## src/rtl/lti_sample_sequencer_if.sv

```systemverilog
// Sample-side link between the sequencer and lti_system, plus the FWFT output stream.
interface lti_sample_sequencer_if #(
  parameter int unsigned IW = 16,
  parameter int unsigned OW = 16
);
  // LTI filter side
  logic [IW-1:0] lti_sig_in;
  logic          lti_ce_in;
  logic [OW-1:0] lti_sig_out;
  logic          lti_ce_out;
  // Captured-sample stream
  logic [OW-1:0] out_data;
  logic          out_valid;
  logic          out_ready;

  // Sequencer side: drives ce_in/sig_in and the stream head
  modport master (
    output lti_sig_in, lti_ce_in, out_data, out_valid,
    input  lti_sig_out, lti_ce_out, out_ready
  );

  // Filter/consumer side
  modport slave (
    input  lti_sig_in, lti_ce_in, out_data, out_valid,
    output lti_sig_out, lti_ce_out, out_ready
  );
endinterface

```

## src/rtl/lti_sample_sequencer.sv

```systemverilog
// Periodic sample issuer for lti_system: strobes ce_in every DIV clocks with the
// zero-order-held ADC sample, waits for ce_out, and queues sig_out in a FWFT FIFO.
// Overrun (missed tick / FIFO drop) and response timeout are reported as sticky flags.
module lti_sample_sequencer #(
  parameter int unsigned IW    = 16,
  parameter int unsigned OW    = 16,
  parameter int unsigned DIV   = 100,
  parameter int unsigned TOUT  = 15,
  parameter int unsigned DEPTH = 4,
  parameter int unsigned AW    = 2
) (
  input  logic                         clk,
  input  logic                         rst_n,
  input  logic                         enable,
  input  logic [IW-1:0]                adc_data,
  input  logic                         adc_valid,
  lti_sample_sequencer_if.master       bus,
  output logic                         overrun,
  output logic                         timeout_err,
  input  logic                         clr_err,
  output logic [15:0]                  sample_cnt
);

  localparam int unsigned TICK_W = 16;
  localparam int unsigned WAIT_W = 16;
  localparam int unsigned CW     = AW + 1;

  typedef enum logic [1:0] {
    S_IDLE  = 2'd0,
    S_ISSUE = 2'd1,
    S_WAIT  = 2'd2
  } state_t;

  state_t              state_q, state_d;
  logic [TICK_W-1:0]   tick_cnt_q;
  logic                tick_c;
  logic [IW-1:0]       hold_q;
  logic [WAIT_W-1:0]   wait_q, wait_d;
  logic                ce_in_q, ce_in_d;
  logic [IW-1:0]       sig_in_q, sig_in_d;
  logic                push_c;
  logic                tout_c;
  logic                miss_c;

  logic [OW-1:0]       mem_q [DEPTH];
  logic [AW-1:0]       wr_q, rd_q, rd_d;
  logic [CW-1:0]       cnt_q, cnt_d;
  logic                full_c;
  logic                pop_c;
  logic                accept_c;
  logic                drop_c;
  logic [OW-1:0]       out_data_q;
  logic                out_valid_q;
  logic                overrun_q;
  logic                timeout_q;
  logic [15:0]         sample_cnt_q;

  // Sample-period timebase: tick on the last count of each DIV-clock period
  assign tick_c = enable && (tick_cnt_q == TICK_W'(DIV - 1));

  // Tick counter, parked at zero while disabled
  always_ff @(posedge clk or negedge rst_n) begin
    if (!rst_n) begin
      tick_cnt_q <= '0;
    end else if (!enable || tick_c) begin
      tick_cnt_q <= '0;
    end else begin
      tick_cnt_q <= tick_cnt_q + TICK_W'(1);
    end
  end

  // Zero-order hold of the latest ADC sample
  always_ff @(posedge clk or negedge rst_n) begin
    if (!rst_n) begin
      hold_q <= '0;
    end else if (adc_valid) begin
      hold_q <= adc_data;
    end
  end

  // Sequencer state and registered link outputs
  always_ff @(posedge clk or negedge rst_n) begin
    if (!rst_n) begin
      state_q  <= S_IDLE;
      wait_q   <= '0;
      ce_in_q  <= 1'b0;
      sig_in_q <= '0;
    end else begin
      state_q  <= state_d;
      wait_q   <= wait_d;
      ce_in_q  <= ce_in_d;
      sig_in_q <= sig_in_d;
    end
  end

  // Next-state: ce_in/sig_in are loaded on the IDLE->ISSUE transition so they
  // are visible exactly during ISSUE. The wait counter holds clocks spent in
  // WAIT; giving up when it equals TOUT-2 raises timeout_err exactly TOUT
  // clocks after ISSUE (TOUT must be >= 2).
  always_comb begin
    state_d  = state_q;
    wait_d   = wait_q;
    ce_in_d  = 1'b0;
    sig_in_d = sig_in_q;
    push_c   = 1'b0;
    tout_c   = 1'b0;
    miss_c   = 1'b0;
    case (state_q)
      S_IDLE: begin
        if (tick_c) begin
          state_d  = S_ISSUE;
          ce_in_d  = 1'b1;
          sig_in_d = hold_q;
        end
      end
      S_ISSUE: begin
        wait_d  = '0;
        state_d = S_WAIT;
      end
      S_WAIT: begin
        miss_c = tick_c;
        wait_d = wait_q + WAIT_W'(1);
        if (bus.lti_ce_out) begin
          push_c  = 1'b1;
          state_d = S_IDLE;
        end else if (wait_q == WAIT_W'(TOUT - 2)) begin
          tout_c  = 1'b1;
          state_d = S_IDLE;
        end
      end
      default: begin
        state_d = S_IDLE;
      end
    endcase
  end

  // FIFO bookkeeping: a push into a full FIFO survives only if a pop frees a slot
  assign full_c   = (cnt_q == CW'(DEPTH));
  assign pop_c    = out_valid_q && bus.out_ready;
  assign accept_c = push_c && (!full_c || pop_c);
  assign drop_c   = push_c && full_c && !pop_c;
  assign rd_d     = rd_q + AW'(pop_c);
  assign cnt_d    = cnt_q + CW'(accept_c) - CW'(pop_c);

  // FIFO storage (data only, no reset needed)
  always_ff @(posedge clk) begin
    if (accept_c) begin
      mem_q[wr_q] <= bus.lti_sig_out;
    end
  end

  // FIFO pointers and occupancy
  always_ff @(posedge clk or negedge rst_n) begin
    if (!rst_n) begin
      wr_q  <= '0;
      rd_q  <= '0;
      cnt_q <= '0;
    end else begin
      if (accept_c) begin
        wr_q <= wr_q + AW'(1);
      end
      rd_q  <= rd_d;
      cnt_q <= cnt_d;
    end
  end

  // Registered FWFT head: bypass the incoming sample when it lands on the new head slot
  always_ff @(posedge clk or negedge rst_n) begin
    if (!rst_n) begin
      out_data_q  <= '0;
      out_valid_q <= 1'b0;
    end else begin
      out_valid_q <= (cnt_d != '0);
      if (cnt_d != '0) begin
        out_data_q <= (accept_c && (rd_d == wr_q)) ? bus.lti_sig_out : mem_q[rd_d];
      end
    end
  end

  // Sticky error flags; a set event beats a same-cycle clear
  always_ff @(posedge clk or negedge rst_n) begin
    if (!rst_n) begin
      overrun_q <= 1'b0;
      timeout_q <= 1'b0;
    end else begin
      if (miss_c || drop_c) begin
        overrun_q <= 1'b1;
      end else if (clr_err) begin
        overrun_q <= 1'b0;
      end
      if (tout_c) begin
        timeout_q <= 1'b1;
      end else if (clr_err) begin
        timeout_q <= 1'b0;
      end
    end
  end

  // Accepted-sample counter, wraps at 2^16
  always_ff @(posedge clk or negedge rst_n) begin
    if (!rst_n) begin
      sample_cnt_q <= '0;
    end else if (accept_c) begin
      sample_cnt_q <= sample_cnt_q + 16'd1;
    end
  end

  assign bus.lti_ce_in  = ce_in_q;
  assign bus.lti_sig_in = sig_in_q;
  assign bus.out_data   = out_data_q;
  assign bus.out_valid  = out_valid_q;
  assign overrun        = overrun_q;
  assign timeout_err    = timeout_q;
  assign sample_cnt     = sample_cnt_q;

endmodule
```

## src/flat_wrapper.sv

```systemverilog
// flat-port wrapper written by rule: the top's interface ports become plain ports
module lti_sample_sequencer_flat 
#(
  parameter int unsigned IW    = 16,
  parameter int unsigned OW    = 16,
  parameter int unsigned DIV   = 100,
  parameter int unsigned TOUT  = 15,
  parameter int unsigned DEPTH = 4,
  parameter int unsigned AW    = 2
)
  (clk, rst_n, enable, adc_data, adc_valid, overrun, timeout_err, clr_err, sample_cnt, bus_lti_sig_in, bus_lti_ce_in, bus_out_data, bus_out_valid, bus_lti_sig_out, bus_lti_ce_out, bus_out_ready);
  lti_sample_sequencer_if #(.IW(IW), .OW(OW)) bus_i ();
  input  logic clk;
  input  logic rst_n;
  input  logic enable;
  input  logic [IW-1:0] adc_data;
  input  logic adc_valid;
  output logic overrun;
  output logic timeout_err;
  input  logic clr_err;
  output logic [15:0] sample_cnt;
  output wire logic [$bits(bus_i.lti_sig_in)-1:0] bus_lti_sig_in;
  output wire logic [$bits(bus_i.lti_ce_in)-1:0] bus_lti_ce_in;
  output wire logic [$bits(bus_i.out_data)-1:0] bus_out_data;
  output wire logic [$bits(bus_i.out_valid)-1:0] bus_out_valid;
  input wire logic [$bits(bus_i.lti_sig_out)-1:0] bus_lti_sig_out;
  input wire logic [$bits(bus_i.lti_ce_out)-1:0] bus_lti_ce_out;
  input wire logic [$bits(bus_i.out_ready)-1:0] bus_out_ready;
  assign bus_lti_sig_in = bus_i.lti_sig_in;
  assign bus_lti_ce_in = bus_i.lti_ce_in;
  assign bus_out_data = bus_i.out_data;
  assign bus_out_valid = bus_i.out_valid;
  assign bus_i.lti_sig_out = bus_lti_sig_out;
  assign bus_i.lti_ce_out = bus_lti_ce_out;
  assign bus_i.out_ready = bus_out_ready;
  lti_sample_sequencer #(.IW(IW), .OW(OW), .DIV(DIV), .TOUT(TOUT), .DEPTH(DEPTH), .AW(AW)) u_core (.clk(clk), .rst_n(rst_n), .enable(enable), .adc_data(adc_data), .adc_valid(adc_valid), .bus(bus_i), .overrun(overrun), .timeout_err(timeout_err), .clr_err(clr_err), .sample_cnt(sample_cnt));
endmodule
```

## config.mk

```make
export PLATFORM = sky130hd
export DESIGN_NAME = lti_sample_sequencer_flat
export DESIGN_NICKNAME = d
export VERILOG_FILES = /design/src/rtl/lti_sample_sequencer_if.sv /design/src/rtl/lti_sample_sequencer.sv /design/src/flat_wrapper.sv
export SDC_FILE = /design/constraint.sdc
export NUM_CORES = 1
export LEC_CHECK = 0
export ABC_AREA = 0
export CAP_MARGIN = 20
export CORE_MARGIN = 1
export CORE_UTILIZATION = 45
export CTS_BUF_LIST = sky130_fd_sc_hd__clkbuf_4
export DETAILED_ROUTE_END_ITERATION = 6
export DONT_BUFFER_PORTS = 1
export HOLD_SLACK_MARGIN = 0.12
export SLEW_MARGIN = 20
export SYNTH_ARGS = -nofsm -noshare
export SYNTH_HDL_FRONTEND = slang
export SYNTH_SLANG_ARGS = --single-unit
```

## constraint.sdc

```tcl
create_clock -name clk -period 3.7 [get_ports clk]
set_clock_uncertainty 0.05 [all_clocks]
set_input_delay 0.74 -clock clk [delete_from_list [all_inputs] [get_ports clk]]
set_output_delay 0.74 -clock clk [all_outputs]
set_load 0.01 [all_outputs]
```

# [After elaboration in Yosys (flattened, before gate mapping)]
# Memory sizes are Yosys's and may differ from the RTL's. A register that Yosys moved wholly into a read port is not among the register bits.
# Cells that the tools add are included.
[op_classes] n_addsub=7 mux=19 n_reduce_logical=19 n_eq_ne=7
[op_table] cell="16-bit by 1-bit adder with 16-bit output, second input constant" n=3
[op_table] cell="16-bit one-hot mux with 2 select lines" n=1
[op_table] cell="16-bit by 4-bit == test with 1-bit output, second input constant" n=1
[op_table] cell="16-bit by 7-bit == test with 1-bit output, second input constant" n=1
[op_table] cell="16-bit 2-to-1 mux" n=1
[op_table] cell="1-bit 2-to-1 mux" n=13
[op_table] cell="2-bit 2-to-1 mux" n=3
[op_table] cell="2-bit one-hot mux with 3 select lines" n=1
[op_table] cell="2-bit nonzero test" n=3
[op_table] cell="1-bit logical AND" n=5
[op_table] cell="1-bit logical NOT" n=4
[op_table] cell="2-bit AND reduction" n=2
[op_table] cell="3-bit by 1-bit adder with 3-bit output" n=1
[op_table] cell="3-bit == test, second input constant" n=1
[op_table] cell="1-bit logical OR" n=3
[op_table] cell="3-bit by 2-bit inequality test with 1-bit output, second input constant" n=1
[op_table] cell="3-bit nonzero test" n=1
[op_table] cell="3-bit by 1-bit subtractor with 3-bit output" n=1
[op_table] cell="2-bit by 1-bit adder with 2-bit output" n=1
[op_table] cell="2-bit by 1-bit adder with 2-bit output, second input constant" n=1
[op_table] cell="2-bit by 1-bit == test with 1-bit output, second input constant" n=1
[op_table] cell="2-bit == test, second input constant" n=1
[op_table] cell="2-bit logical NOT" n=1
[op_table] cell="2-bit by 1-bit inequality test with 1-bit output, second input constant" n=1
[word_totals] output_inout_bits=52 mem_count=1 inputBits=39 elab_cells=66 register_bits=93 mem_bits_rw=64
[memory_table] name="u_core.mem_q" depth=4 width=16 read_ports=1 rd_clocked_by_memory_dff=1 wr=1 line_no="lti_sample_sequencer.sv:45" rtl="logic [OW-1:0] mem_q [DEPTH];"

# [Logic depth before layout (Yosys ltp)]
# Gate-level depths: netlist of the first run.
[depth] depth_word=7 ltp_mapped=14 ltp_nobuf=11

# [Worst setup path before layout of the first run]
# Ideal clock, no wire load.
[synth_timing] kind="in2reg" from="input port bus_out_ready" to="register u_core.out_data_q[15] (netlist: u_core.bus.out_data[15]), read port of u_core.mem_q" arrival_time_ns=2.892 cell_stages=12 t_required_ns=3.521 setup_slack_ns=0.629 setup_ns=0.129 n_path_buf=3 path_cell_list="a211oi_2 -> a21oi_1 -> clkbuf_1 -> ha_1 -> inv_1 -> fa_1 -> inv_1 -> or3_1 -> buf_2 -> buf_4 -> nor2_1 -> a31oi_1"
[synth_between] elab_chain_cells=6 word_cells_on_any_way=7 classes_between="add/sub: 3; reduce/logical: 4"
[synth_rtl] item="start: declaration" line_no="flat_wrapper.sv:28" rtl="input wire logic [$bits(bus_i.out_ready)-1:0] bus_out_ready;"
[synth_rtl] item="1-bit logical AND" line_no="lti_sample_sequencer.sv:139" rtl="assign pop_c = out_valid_q && bus.out_ready;"
[synth_rtl] item="1-bit logical OR" line_no="lti_sample_sequencer.sv:140" rtl="assign accept_c = push_c && (!full_c || pop_c);"
[synth_rtl] item="1-bit logical AND" line_no="lti_sample_sequencer.sv:140"
[synth_rtl] item="net u_core.accept_c" line_no="lti_sample_sequencer.sv:50" rtl="logic accept_c;"
[synth_rtl] item="3-bit by 1-bit adder with 3-bit output" line_no="lti_sample_sequencer.sv:143" rtl="assign cnt_d = cnt_q + CW'(accept_c) - CW'(pop_c);"
[synth_rtl] item="3-bit by 1-bit subtractor with 3-bit output" line_no="lti_sample_sequencer.sv:143"
[synth_rtl] item="net u_core.cnt_d[1]" line_no="lti_sample_sequencer.sv:47" rtl="logic [CW-1:0] cnt_q, cnt_d;"
[synth_rtl] item="3-bit nonzero test" line_no="lti_sample_sequencer.sv:174" rtl="if (cnt_d != '0) begin"
[synth_rtl] item="end: declaration" line_no="lti_sample_sequencer.sv:52" rtl="logic [OW-1:0] out_data_q;"
# The timed path passes the listed nets, and every way through them passes these cells.
# A chain may end at the register's enable or synchronous reset.

# [Final worst setup path of the first run]
[layout_timing] from="register u_core.state_q[0]" to="register u_core.out_data_q[0] (netlist: u_core.bus.out_data[0]), read port of u_core.mem_q"
[layout_between] elab_chain_cells=6
[layout_rtl] item="start: declaration" line_no="lti_sample_sequencer.sv:34" rtl="state_t state_q, state_d;"
[layout_rtl] item="start signal: assignment" line_no="lti_sample_sequencer.sv:89" rtl="state_q <= state_d;"
[layout_rtl] item="2-bit == test" line_no="lti_sample_sequencer.sv:108" rtl="case (state_q)"
[layout_rtl] item="1-bit 2-to-1 mux" line_no="lti_sample_sequencer.sv:108"
[layout_rtl] item="1-bit logical AND" line_no="lti_sample_sequencer.sv:140"
[layout_rtl] item="3-bit by 1-bit adder with 3-bit output" line_no="lti_sample_sequencer.sv:143"
[layout_rtl] item="3-bit by 1-bit subtractor with 3-bit output" line_no="lti_sample_sequencer.sv:143"
[layout_rtl] item="net u_core.cnt_d[1]" line_no="lti_sample_sequencer.sv:47"
[layout_rtl] item="3-bit nonzero test" line_no="lti_sample_sequencer.sv:174"
# The timed path passes the listed nets, and every way through them passes these cells.

==> out/qor.yml, run 1 <==
place:
  place_ws_ps: 431
  routabilityCongestion: 0.775
  place_hpwl_mm: 9.24
  dpl_cell_area_um2: 7640
  port_buffers: 0
logic_synthesis:
  async_flop_share: 0.630
  synth.largest_area_cell: "dfrtp_1"
  syn-num-nets: 594
  yosys-top-cells-area: "dfrtp_1 (37%), edfxtp_1 (26%), mux2_2 (4.9%)"
  yosysSeqAreaShare: 0.627
  yosys.cell_types.count: 47
  netlist_instances: 539
  avgSynthCellArea_um2: 13.7
  ys_seq_elements: 173
  synth_edf_count: 64
  synthFlopType: "dfrtp_1"
  synth_top_area_frac: 0.368
  synth_area_um2: 7410
  synth_warnings: 0
setup_path:
  cp_slowest_cell: "or3_2"
  cp_common_cell: "inv_1"
  critPathMaxStageDelay_ps: 760
  startpoint_type: "register"
  path_buf_inv: 3
  path_class: "register to register"
  worstPathMaxFanout: 33
  critical_path_depth: 11
  arrival_ps: 3460
  reg2regPathDepth: 11
  cp_top_family: "simple AND/OR/NAND/NOR gates"
  cp-end-kind: "register"
  cp_cell_sequence: "inv_1 -> ha_1 -> nand2_1 -> a21oi_2 -> ha_1 -> inv_1 -> fa_1 -> inv_1 -> or3_2 -> nor2_1 -> a31oi_1"
  worstPathRequired_ps: 4080
global_routing:
  grt_pass1_vias: 4369
  grt_pass1_wl_mm: 23.2
  use_met2: 0.303
  overflow: 0
  met3_usage: 0.0656
  grtUsageTotal: 0.183
  grt_max_degree: 110
  busiest_layer: "met2"
  antenna_found_initial: 1
  met1_usage: 0.221
finish:
  stdcell_area_um2: 8080
  syn_to_final_growth_pct: 9.03
  final_nets: 608
  postLayoutCoreUtil: 0.505
  final_layout_size_suffix_gt1_frac: 0.178
timing:
  hold_viol: 0
  rsz0062_at_grt: "no"
  drv_slew: 0
  maxSlewHeadroom: 0.498
  setup_tns_ps: 0
  worstMarginPinSlew_ps: 753
  fin_crit_ps: 3090
  period_share: 0.834
  setup_violations: 0
  max_freq_mhz: 324
  worst_slack_ps: 613
drt:
  wire_per_inst_um: 18.7
  first_pass_iters: 5
  drc: 0
  drt-vias-per-instance: 5.58
  num_vias: 4371
  detail-route-antenna-nets: 0
  drtIter0Drc: 267
  finalWirelength_mm: 14.6
cts:
  clock_latency_ps: 560
  cts_max_level: 4
  clockRootBuffer: "clkbuf_4"
  cts_made_buffers: 17
  clock_sinks: 173
  postCtsSetupRepairBufs: 0
  clockBufferDepth: 2
  cts_resized: 0
  cts_tree: "built"
  clk_pin_slew_ps: 160
worst_hold_path:
  hold_path_depth: 1
  hp-class: "input port to register"
power:
  fin_total_pwr_mw: 4.65
  powerDensity_nw_per_um2: 575
  ir_drop_v: 0.000352
  leakage_nw: 3.18
floorplan:
  ios: 91
  rows: 46
  initial_core_util: 0.463
  die-width_um: 130
  dieArea_um2: 17000
  die_h_um: 130
  core_um2: 16000
outcome:
  status: "finished, final reports clean"
job:
  maxCapViolations: 0
[power breakdown]
part | leakage (nW) | switching [mW] | internal [mW]
logic | 1.01 | 0.609 | 0.489
registers | 1.99 | 0.175 | 2.14
clock network | 0.183 | 0.771 | 0.458
total | 3.18 | 1.56 | 3.09
[final timing paths]
path | start | end | slack, ps
setup / recovery | u_core.state_q[0] | u_core.bus.out_data[0] | 610
hold / removal | clr_err | u_core.timeout_err | 200
setup reg to reg | u_core.state_q[0] | u_core.bus.out_data[0] | 610
hold reg to reg | u_core.hold_q[8] | u_core.bus.lti_sig_in[8] | 440
max in group asynchronous | rst_n | u_core.bus.out_data[5] | 2420
min in group asynchronous | rst_n | u_core.tick_cnt_q[3] | 800
[logic make-up (layout without fill, tap and decap cells)]
family	Yosys count	after routing	share of synthesized area
other	0	1	0
AO/OA/AOI/OAI	66	66	0.0550
adder cells (fa/ha/maj)	16	16	0.0280
AND/OR/NAND/NOR	151	151	0.110
buffers and inverters	42	69	0.0268
flip-flops	173	173	0.627
XOR/XNOR	39	39	0.0491
multiplexers	52	52	0.103
[synthesized netlist by cell type (all sizes together), types with 2 or more instances]
library cell / count
a2111oi: 2
xor2: 13
ha: 15
a22o: 2
a31oi: 18
nor4: 7
nand4: 35
o21ai: 29
and4: 5
and3: 10
and2: 8
inv: 19
o31ai: 2
nand2: 14
or3: 8
mux4: 16
clkbuf: 14
nor3: 4
buf: 9
edfxtp: 64
nand3: 17
xnor2: 25
nor2: 39
a21oi: 7
dfrtp: 109
mux2: 35
[registers in the layout (all words and copies together), names as in the netlist]
signal,cells
u_core.rd_q,2
u_core.overrun,1
u_core.bus.out_data,16
u_core.bus.out_valid,1
u_core.tick_cnt_q,16
u_core.state_q,2
u_core.bus.lti_sig_in,16
u_core.wait_q,16
u_core.sample_cnt,16
u_core.timeout_err,1
u_core.cnt_q,3
u_core.hold_q,16
u_core.bus.lti_ce_in,1
u_core.wr_q,2
u_core.mem_q,64
[per-stage QoR]
step | instances | hold slack (ps)
after CTS | 777 | 137
after floorplan | 539 | 394
after global placement | 743 | 399
after global routing | 783 | 133
final | 783 | 199
after detailed placement | 743 | 399
[placed cells by master (no fill, tap or decap), types with 2 or more instances in the layout]
| master | netlist | layout |
|---|---|---|
| a2111oi_2 | 2 | 2 |
| a21oi_1 | 7 | 6 |
| a22o_1 | 2 | 2 |
| a31oi_1 | 18 | 18 |
| and2_1 | 8 | 8 |
| and3_1 | 10 | 10 |
| and4_1 | 5 | 5 |
| buf_4 | 2 | 11 |
| bufinv_16 | 0 | 2 |
| clkbuf_4 | 1 | 17 |
| clkinv_8 | 0 | 4 |
| dfrtp_1 | 109 | 109 |
| dlygate4sd3_1 | 0 | 6 |
| edfxtp_1 | 64 | 64 |
| ha_1 | 15 | 15 |
| inv_1 | 19 | 19 |
| inv_6 | 0 | 3 |
| inv_8 | 0 | 4 |
| mux2_1 | 3 | 3 |
| mux2_2 | 32 | 32 |
| mux4_2 | 16 | 16 |
| nand2_1 | 13 | 13 |
| nand3_1 | 17 | 17 |
| nand4_1 | 35 | 35 |
| nor2_1 | 39 | 39 |
| nor3_1 | 4 | 4 |
| nor4_1 | 6 | 6 |
| o21ai_0 | 29 | 29 |
| o31ai_1 | 2 | 2 |
| or3_1 | 8 | 7 |
| xnor2_1 | 25 | 25 |
| xor2_1 | 12 | 12 |
[repair_timing]
| action | in CTS | in global routing |
|---|---|---|
| endpoints found under the setup margin | 0 | 0 |
| hold buffers | 2 | 5 |
| endpoints found under the hold margin | 109 | 16 |
[metal layers]
layer / up-vias / routed length, µm
li1: 2022 / -
met2: 96 / 7580
met3: 10 / 891
met5: - / 0
met4: 0 / 162
met1: 2243 / 6000
[worst reg2reg max path, delay by kind of cell, from the launching register on]
family	cells	cell delay [ps]
AOI/OAI and AO/OA	2	230
DFF	1	430
buffers and inverters	3	210
and+or+nand+nor	3	1150
adders and majority gates	3	890
[area by class of cell]
class | instances | area [µm²]
timing repair buffer | 18 | 170
clock inverter | 15 | 221
clock buffer | 17 | 128
sequential | 173 | 4650
tap | 216 | 270
multi-input combinational | 324 | 2570
inverter | 19 | 71.3
antenna | 1 | 2.50
fill | 1402 | 7920
Note: power is estimated with default switching activity, not from simulation.
==> run 2: changes to the inputs <==
- ABC_AREA: 0 -> 1
- clock period: 3.7 -> 2.85 ns (I/O delays scaled with it)
==> out/qor.yml, run 2 <==
outcome:
  status: "finished with violations"
  violations: "hold timing"
drt:
  num_vias: 5924
  detail-route-antenna-nets: 0
  first_pass_iters: 5
  drc: 0
  drt-vias-per-instance: 5.02
  wire_per_inst_um: 15.4
  finalWirelength_mm: 18.2
  drtIter0Drc: 374
global_routing:
  overflow: 0
  antenna_found_initial: 1
  grtUsageTotal: 0.206
  grt_pass1_vias: 5710
  grt_pass1_wl_mm: 29.1
  grt_max_degree: 110
floorplan:
  rows: 48
  dieArea_um2: 18500
  die-width_um: 136
  core_um2: 17400
  initial_core_util: 0.465
  die_h_um: 136
  ios: 91
logic_synthesis:
  netlist_instances: 880
  yosys.cell_types.count: 38
  syn-num-nets: 935
  synth_area_um2: 8090
  synth_compound_area_frac: 0.0541
  async_flop_share: 0.630
  synth_edf_count: 64
  ys_seq_elements: 173
  synth_warnings: 0
  yosys-top-cells-area: "dfrtp_1 (34%), edfxtp_1 (24%), nand2_1 (9.5%)"
  synth_simple_gate_area_frac: 0.239
  yosysSeqAreaShare: 0.575
  synth_top_family_by_area: "simple AND/OR/NAND/NOR gates"
  avgSynthCellArea_um2: 9.19
  synth.most_common_cell: "nand2_1"
  synthXorXnorAreaFrac: 0.0218
  synthFlopType: "dfrtp_1"
  synth.largest_area_cell: "dfrtp_1"
  muxShareOfSynthArea: 0.0223
  yosys-top-cells-count: "nand2_1 (204), nor2_1 (146), dfrtp_1 (109), inv_1 (89), edfxtp_1 (64)"
  synth_top_area_frac: 0.337
  synth_fa_ha_area_frac: 0.0257
finish:
  postLayoutCoreUtil: 0.523
  final_cell_mix: "nand2_1 (204), nor2_1 (146), dfrtp_1 (109), inv_1 (89), edfxtp_1 (64)"
  syn_to_final_growth_pct: 12.7
  fillers: 1635
  final_common_cell: "nand2_1"
  regMostFlops: "u_core.mem_q"
  largest_reg_flops: 64
  stdcell_area_um2: 9120
  fin_cells: 1179
  final_nets: 995
  final_layout_size_suffix_gt1_frac: 0.0839
timing:
  setup_violations: 0
  maxSlewHeadroom: 0.581
  worst_slack_ps: 365
  hold_viol: 109
  rsz0062_at_grt: "no"
  max_freq_mhz: 402
  setup_tns_ps: 0
  worstMarginPinSlew_ps: 627
  period_share: 0.872
  holdWs_ps: -377
  drv_slew: 0
  fin_crit_ps: 2490
setup_path:
  path_class: "register to register"
  arrival_ps: 2900
  r2r_start: "u_core.bus.out_valid"
  startpoint_type: "register"
  worstPathRequired_ps: 3270
  cp-end-kind: "register"
  rr_endpoint: "u_core.bus.out_data[9]"
  worstPathMaxFanout: 17
  reg2reg_slack_ps: 360
  reg2regPathDepth: 11
place:
  post-place-cells: 1096
  routabilityCongestion: 0.828
  dpl_cell_area_um2: 8320
  place_hpwl_mm: 11.6
  port_buffers: 0
  place_ws_ps: 323
cts:
  clockRootBuffer: "clkbuf_4"
  cts_max_level: 4
  cts_made_buffers: 17
  clk_pin_slew_ps: 160
  cts_resized: 0
  clockBufferDepth: 2
  hold_buffers: 50
  cts_tree: "built"
  clock_sinks: 173
  clock_latency_ps: 570
  postCtsSetupRepairBufs: 0
power:
  powerDensity_nw_per_um2: 687
  leakage_nw: 4.03
  fin_total_pwr_mw: 6.27
  ir_drop_v: 0.000370
worst_hold_path:
  hp-class: "input port to asynchronous set/reset pin"
job:
  maxCapViolations: 0
==> run 2: final cells by class <==
type | count | area, µm² | area share
well taps | 225 | 282 | 0.0309
clock buffers | 17 | 128 | 0.0140
flip-flops and latches | 173 | 4650 | 0.510
repair buffers | 64 | 606 | 0.0664
inverters | 93 | 354 | 0.0388
clock inverters | 15 | 163 | 0.0178
diodes | 1 | 2.50 | 0.000274
multi-input cells | 591 | 2930 | 0.322
==> run 2: cells by family (layout without fill, tap and decap cells) <==
group	count (synthesis)	in the layout
simple gates	455	455
flops	173	173
buf+inv	116	189
compound gates	86	86
xor+xnor	18	18
fa+ha+maj	16	16
mux	16	16
other cells	0	1
==> run 2: worst max-delay path, cell delays in order, from the launching register on <==
cell and delay (ps):
dfrtp_1 490, nand2_1 160, inv_1 70, ha_1 270
inv_1 60, ha_1 140, inv_1 50, fa_1 440
xnor2_4 270, nand2_4 190, nand3_1 130, nand2_1 60
==> run 2: where the power goes <==
group          switching, mW  internal [mW]  total (mW)  leakage [nW]
Sequential             0.249           2.78        3.03          1.98
Combinational           1.14          0.649        1.79          1.89
Clock                  0.915          0.535        1.45         0.155
==> run 2: how the worst max path moves through the flow <==
stage	slack [ps]	startpoint	depth (start not counted)	to
2_1_floorplan	60	u_core.state_q[0]	15	u_core.bus.out_data[5]
3_3_place_gp	410	bus_out_ready	11	u_core.bus.out_data[10]
3_5_place_dp	320	bus_out_ready	11	u_core.bus.out_data[9]
4_1_cts	360	u_core.bus.out_valid	11	u_core.bus.out_data[9]
5_1_grt	180	u_core.bus.out_valid	11	u_core.bus.out_data[9]
6_report	360	u_core.bus.out_valid	11	u_core.bus.out_data[9]
==> run 2: routing by layer <==
metal / vias up / wire [µm] / GRT usage / part of all wire
met2: 133 / 8160 / 0.323 / 0.45
met1: 2803 / 8470 / 0.272 / 0.47
met5: - / 0 / 0 / 0
met4: 0 / 358 / 0.0679 / 0.020
met3: 20 / 1170 / 0.0615 / 0.065
li1: 2968 / - / - / -
